**src/rtl/noc_link_pipe_pkg.sv**
```systemverilog
// Shared NoC parameters: flit format, VC count and link limits.
package noc_params;

    localparam int unsigned VC_NUM          = 2;
    localparam int unsigned VC_ID_W         = (VC_NUM > 1) ? $clog2(VC_NUM) : 1;
    localparam int unsigned DATA_W          = 16;
    localparam int unsigned LINK_STAGES_MAX = 4;

    typedef struct packed {
        logic [VC_ID_W-1:0] vc_id;
        logic [DATA_W-1:0]  payload;
    } flit_t;

endpackage

```
**src/rtl/noc_link_pipe_fifo.sv**
```systemverilog
// Single-VC circular skid FIFO; caller must not push when full unless popping.
module link_vc_fifo
    import noc_params::*;
#(
    parameter  int unsigned DEPTH = 6,
    localparam int unsigned CW    = $clog2(DEPTH + 1),
    localparam int unsigned PW    = $clog2(DEPTH)
) (
    input  logic          clk,
    input  logic          rst,
    input  logic          push,
    input  flit_t         push_data,
    input  logic          pop,
    output flit_t         head,
    output logic [CW-1:0] count,
    output logic          full,
    output logic          empty
);

    flit_t         mem [DEPTH];
    logic [PW-1:0] wr_ptr;
    logic [PW-1:0] rd_ptr;

    always_ff @(posedge clk or negedge rst) begin
        if (!rst) begin
            for (int unsigned i = 0; i < DEPTH; i++) begin
                mem[i] <= '0;
            end
            wr_ptr <= '0;
            rd_ptr <= '0;
            count  <= '0;
        end else begin
            if (push) begin
                mem[wr_ptr] <= push_data;
                wr_ptr      <= (wr_ptr == PW'(DEPTH - 1)) ? '0 : wr_ptr + 1'b1;
            end
            if (pop) begin
                rd_ptr <= (rd_ptr == PW'(DEPTH - 1)) ? '0 : rd_ptr + 1'b1;
            end
            case ({push, pop})
                2'b10:   count <= count + 1'b1;
                2'b01:   count <= count - 1'b1;
                default: count <= count;
            endcase
        end
    end

    assign head  = mem[rd_ptr];
    assign full  = (count == CW'(DEPTH));
    assign empty = (count == '0);

endmodule

```
**src/rtl/noc_link_pipe.sv**
```systemverilog
// Pipelined VC-aware router link with per-VC skid buffering and round-robin output.
// Optional sticky overflow flags (err_o) are built when NOC_LINK_ERR_EN is defined.
module noc_link_pipe
    import noc_params::*;
#(
    parameter int unsigned LINK_STAGES = 2,
    parameter int unsigned SKID_DEPTH  = 2 * LINK_STAGES + 2
) (
    input  logic              clk,
    input  logic              rst,
    input  flit_t             up_data_i,
    input  logic              up_is_valid_i,
    output logic [VC_NUM-1:0] up_is_on_off_o,
    output logic [VC_NUM-1:0] up_is_allocatable_o,
    output flit_t             dn_data_o,
    output logic              dn_is_valid_o,
    input  logic [VC_NUM-1:0] dn_is_on_off_i,
    input  logic [VC_NUM-1:0] dn_is_allocatable_i
`ifdef NOC_LINK_ERR_EN
    ,
    output logic [VC_NUM-1:0] err_o
`endif
);

    localparam int unsigned CW       = $clog2(SKID_DEPTH + 1);
    localparam int unsigned ON_LIMIT = SKID_DEPTH - 2 * LINK_STAGES;

    if (LINK_STAGES < 1 || LINK_STAGES > LINK_STAGES_MAX ||
        SKID_DEPTH < 2 * LINK_STAGES + 1) begin : g_bad_param
        $error("noc_link_pipe: illegal LINK_STAGES / SKID_DEPTH");
    end

    logic              fwd_valid [LINK_STAGES];
    flit_t             fwd_data  [LINK_STAGES];
    logic [VC_NUM-1:0] bwd_on    [LINK_STAGES];
    logic [VC_NUM-1:0] bwd_alloc [LINK_STAGES];

    logic              in_valid;
    flit_t             in_flit;
    logic [VC_NUM-1:0] push_here;
    logic [VC_NUM-1:0] eligible;
    logic [VC_NUM-1:0] granted;
    logic [VC_NUM-1:0] bypass;
    logic [VC_NUM-1:0] fifo_push;
    logic [VC_NUM-1:0] fifo_pop;
    logic [VC_NUM-1:0] full;
    logic [VC_NUM-1:0] empty;
    logic [VC_NUM-1:0] on_local;
    logic [VC_NUM-1:0] alloc_local;
    flit_t             head  [VC_NUM];
    logic [CW-1:0]     count [VC_NUM];

    logic [VC_ID_W-1:0] rr_ptr;
    logic [VC_ID_W-1:0] grant_vc;
    logic [VC_ID_W-1:0] cand;
    logic               grant_valid;
    flit_t              grant_flit;

    always_ff @(posedge clk or negedge rst) begin
        if (!rst) begin
            for (int unsigned i = 0; i < LINK_STAGES; i++) begin
                fwd_valid[i] <= 1'b0;
                fwd_data[i]  <= '0;
                bwd_on[i]    <= '0;
                bwd_alloc[i] <= '0;
            end
        end else begin
            fwd_valid[0] <= up_is_valid_i;
            fwd_data[0]  <= up_data_i;
            bwd_on[0]    <= on_local;
            bwd_alloc[0] <= alloc_local;
            for (int unsigned i = 1; i < LINK_STAGES; i++) begin
                fwd_valid[i] <= fwd_valid[i-1];
                fwd_data[i]  <= fwd_data[i-1];
                bwd_on[i]    <= bwd_on[i-1];
                bwd_alloc[i] <= bwd_alloc[i-1];
            end
        end
    end

    assign in_valid            = fwd_valid[LINK_STAGES-1];
    assign in_flit             = fwd_data[LINK_STAGES-1];
    assign up_is_on_off_o      = bwd_on[LINK_STAGES-1];
    assign up_is_allocatable_o = bwd_alloc[LINK_STAGES-1];

    // A flit arriving at an empty FIFO is eligible in its arrival cycle and,
    // if granted, goes straight to the output without being stored.
    for (genvar v = 0; v < VC_NUM; v++) begin : g_vc
        assign push_here[v]   = in_valid && (in_flit.vc_id == VC_ID_W'(v));
        assign eligible[v]    = (!empty[v] || push_here[v]) && dn_is_on_off_i[v];
        assign granted[v]     = grant_valid && (grant_vc == VC_ID_W'(v));
        assign bypass[v]      = empty[v] && push_here[v] && granted[v];
        assign fifo_push[v]   = push_here[v] && !bypass[v] && (!full[v] || granted[v]);
        assign fifo_pop[v]    = granted[v] && !empty[v];
        assign on_local[v]    = (count[v] < CW'(ON_LIMIT));
        assign alloc_local[v] = dn_is_allocatable_i[v] && empty[v];

        link_vc_fifo #(
            .DEPTH(SKID_DEPTH)
        ) u_fifo (
            .clk      (clk),
            .rst      (rst),
            .push     (fifo_push[v]),
            .push_data(in_flit),
            .pop      (fifo_pop[v]),
            .head     (head[v]),
            .count    (count[v]),
            .full     (full[v]),
            .empty    (empty[v])
        );
    end

    always_comb begin
        grant_valid = 1'b0;
        grant_vc    = '0;
        cand        = '0;
        for (int unsigned k = 0; k < VC_NUM; k++) begin
            cand = VC_ID_W'((32'(rr_ptr) + k) % VC_NUM);
            if (!grant_valid && eligible[cand]) begin
                grant_valid = 1'b1;
                grant_vc    = cand;
            end
        end
        grant_flit = empty[grant_vc] ? in_flit : head[grant_vc];
    end

    always_ff @(posedge clk or negedge rst) begin
        if (!rst) begin
            dn_data_o     <= '0;
            dn_is_valid_o <= 1'b0;
            rr_ptr        <= '0;
        end else begin
            dn_is_valid_o <= grant_valid;
            if (grant_valid) begin
                dn_data_o <= grant_flit;
                rr_ptr    <= (32'(grant_vc) == VC_NUM - 1) ? '0 : grant_vc + 1'b1;
            end
        end
    end

`ifdef NOC_LINK_ERR_EN
    always_ff @(posedge clk or negedge rst) begin
        if (!rst) begin
            err_o <= '0;
        end else begin
            err_o <= err_o | (push_here & full & ~granted);
        end
    end
`endif

endmodule

```
**config.mk**
```make
export PLATFORM = sky130hd
export DESIGN_NAME = noc_link_pipe
export DESIGN_NICKNAME = d
export VERILOG_FILES = /design/src/rtl/noc_link_pipe_pkg.sv /design/src/rtl/noc_link_pipe_fifo.sv /design/src/rtl/noc_link_pipe.sv
export SDC_FILE = /design/constraint.sdc
export NUM_CORES = 1
export LEC_CHECK = 0
export CORE_AREA = 2 2 170 172
export DETAILED_ROUTE_END_ITERATION = 7
export DIE_AREA = 0 0 172 174
export PLACE_DENSITY_LB_ADDON = 0.12
export SYNTH_ARGS = -nofsm -noshare
export SYNTH_HDL_FRONTEND = slang
export SYNTH_SLANG_ARGS = --single-unit
```
**constraint.sdc**
```tcl
create_clock -name clk -period 6.02 [get_ports clk]
set_clock_uncertainty 0.2 [all_clocks]
set_input_delay 0.602 -clock clk [delete_from_list [all_inputs] [get_ports clk]]
set_output_delay 0.602 -clock clk [all_outputs]
set_load 0.05 [all_outputs]
```
==> summary.txt <==
Outcome
  • Outcome: finished with violations
  • Failing checks: hold timing

Timing
  • Pins over their slew limit: 0
  • Max_slew headroom: 29.5%
  • Hold Vio Cnt, Final: 12
  • Setup violations, final: 0
  • RSZ-0062 raised after global routing: false
  • Final min period: 3.37 ns
  • Post-route worst setup slack: 2.65 ns
  • Hold_ws: -0.0248 ns
  • Setup TNS: 0 ns
  • Worst-margin pin slew: 1.06 ns
  • Period utilisation layout: 55.9%
  • Max frequency: 297 MHz

Critical path
  • Setup crit start kind: flop
  • Crit path required time: 6.26 ns
  • R2r setup slk: 2.65 ns
  • Critical Path AT: 3.61 ns
  • CP Capture Type: flop
  • Type of the worst setup path: reg2reg
  • Reg-to-Reg End: g_vc[0].u_fifo.mem[82]
  • Worst reg2reg path depth: 5
  • Worst r2r src: fwd_data[16]
  • Crit path max fanout: 18

Die
  • Initial Util: 43.9%
  • Core Region: 0.0282 mm^2
  • Die height: 174 um
  • Cell Rows: 62
  • Die Span X: 172 um
  • Die Area: 0.0299 mm^2
  • I/O pins: 46

Synth
  • FFs w/ async S/R, synth: 100%
  • Most used DFF post-synth: dfrtp_1
  • Most common cell in the netlist: dfrtp_1
  • Distinct cells, synth: 64
  • Sequential-to-total area share from yosys stat: 57.5%
  • Post-Syn Instances: 848
  • Synth top area share: 57.5%
  • Syn. warnings: 0
  • Yosys top cell by area: dfrtp_1
  • Synthesized area: 0.0124 mm^2
  • Post-synth EDFFs: 0
  • Syn Area/Cell: 14.6 um^2
  • Top cells by count, synth: dfrtp_1 (285), mux2_2 (173), mux2i_1 (51), o21ai_0 (45), nand2_1 (35)
  • Syn_nets: 876
  • Synth Register Bits: 285
  • Area contributors post-synth: dfrtp_1 (57%), mux2_2 (16%), mux4_2 (6.0%)

Clock network
  • Max Root-Sink Buffers: 3
  • Clk_lat worst skew: 0.56 ns
  • Clock Sinks: 285
  • Post-cts gate resize count: 0
  • Root Driver: clkbuf_16
  • Setup Buffers After CTS: 0
  • TritonCTS buffer count: 31
  • CTS clk-pin slew, worst paths: 0.06 ns
  • H-tree Lvls: 1
  • Hold-fix buffers, CTS: 0
  • TritonCTS clock tree: built

Detailed routing
  • DRC Markers: 0
  • Vias post-DR: 6912
  • ANT nets after route: 0
  • Iter 0 DRT Violations: 479
  • Vias per Instance: 5.40
  • Total Wirelength: 26600 um
  • DR WL/cell: 20.8 um
  • Drt pass-1 iters: 4

Placement
  • Placed Cells: 1221
  • Post-DP Area: 0.0130 mm^2
  • GP Congestion: 0.765
  • Dpl ws: 2.19 ns
  • HPWL after detailed placement: 16800 um
  • Port bufs: 45

Global routing
  • Vias in the first global route: 7714
  • Largest net degree at the start of global routing: 152
  • Total track usage: 18.6%
  • GRT overflow: 0
  • Global-route wire length before repair: 43600 um
  • Initial antenna violation count: 0

Cells and area
  • Post-Layout Inst Area: 0.0142 mm^2
  • Cell Count, Final, Fillers Out: 1279
  • Final net count: 898
  • Antenna Cells: 0
  • P&R area growth vs syn: 14.1%
  • Share of cells above drive strength 1: 34.0%

Hold path
  • Hold crit path type: in2async

Power
  • Leak Pwr: 6.26 nW
  • PwrDens: 560 mW/mm^2
  • Max VDD drop: 0.000294 V

Flow run
  • Max_cap viols: 0
## state kept, by name, indices dropped and copies added (netlist names)
| register | count |
|---|---|
| up_is_on_off_o | 2 |
| up_is_allocatable_o | 2 |
| bwd_alloc | 2 |
| fwd_valid | 1 |
| g_vc.u_fifo.mem | 204 |
| rr_ptr | 1 |
| in_valid | 1 |
| dn_is_valid_o | 1 |
| g_vc.u_fifo.rd_ptr | 6 |
| dn_data_o | 17 |
| bwd_on | 2 |
| fwd_data | 34 |
| g_vc.u_fifo.wr_ptr | 6 |
| g_vc.u_fifo.count | 6 |
## cells by family (layout without fill, tap and decap cells)
kind of cell / count (synthesis) / in the layout / synth area share [%]
AOI/OAI and AO/OA: 92 / 92 / 4.93
xor gates and xnor gates: 10 / 10 / 0.706
adders and majority gates: 4 / 4 / 0.524
buffers and inverters: 80 / 127 / 3.63
DFF: 285 / 285 / 57.5
muxes: 278 / 278 / 28.3
and+or+nand+nor: 99 / 99 / 4.45
## worst max-delay path by stage
stage	start	to	slack (ns)	cells after the start
2_1_floorplan	dn_is_on_off_i[0]	g_vc[1].u_fifo.count[2]	3.22	11
3_3_place_gp	dn_is_on_off_i[1]	g_vc[0].u_fifo.mem[75]	2.32	6
4_1_cts	fwd_data[16]	g_vc[0].u_fifo.mem[82]	2.64	5
3_5_place_dp	dn_is_on_off_i[1]	g_vc[0].u_fifo.mem[82]	2.19	6
6_report	fwd_data[16]	g_vc[0].u_fifo.mem[82]	2.65	5
5_1_grt	fwd_data[16]	g_vc[0].u_fifo.mem[82]	2.54	5
## critical path, cell delays in order, from the launching register on
cell	delay, ns
dfrtp_1	0.45
a2111o_1	0.51
a21oi_1	0.20
mux2i_1	0.52
and4b_1	0.95
mux2_2	0.42
## cell usage in the layout (no fill, tap or decap), types with 5 or more instances in the layout
| cell type | n |
|---|---|
| clkbuf_1 | 7 |
| inv_1 | 13 |
| dfrtp_1 | 283 |
| mux2_2 | 173 |
| mux2i_1 | 51 |
| buf_4 | 9 |
| nand2_1 | 35 |
| mux2_4 | 18 |
| clkbuf_8 | 8 |
| a22oi_1 | 12 |
| a211oi_1 | 6 |
| a221oi_1 | 5 |
| nor3_1 | 6 |
| clkinv_2 | 5 |
| nor2_1 | 16 |
| clkdlybuf4s50_1 | 44 |
| mux4_2 | 33 |
| o21ai_0 | 45 |
| clkbuf_16 | 31 |
| xor2_1 | 6 |
| bufinv_16 | 5 |
| nand2b_1 | 6 |
| a21oi_1 | 6 |
| a221o_1 | 5 |
## where the power goes
part	internal (mW)	total, mW	switching, mW
logic	1.43	2.68	1.25
clock network	1.26	2.01	0.756
registers	2.71	3.24	0.531
## routing by layer
layer	part of all wire, %	vias to the layer above	track usage, %
li1	-	3104	-
met1	44	3651	25.6
met2	49	117	31.3
met3	4.1	40	2.73
met4	2.2	0	4.41
met5	0	-	0
## metrics by stage
stage	power (mW)	utilization, %
3_3_place_gp	5.84	46.2
4_1_cts	8.04	50.1
2_1_floorplan	5.21	-
3_5_place_dp	5.99	46.2
6_report	7.93	50.1
5_1_grt	8.42	50.1
## area by class of cell
type / instances / area, um^2
clock buffer: 46 / 912
clock inverter: 12 / 193
fill: 2398 / 14100
inverter: 14 / 52.6
multi-input combinational: 483 / 4840
sequential: 285 / 7130
tap: 384 / 480
timing repair buffer: 55 / 543
No activity file was read; power rests on OpenSTA's default activity.
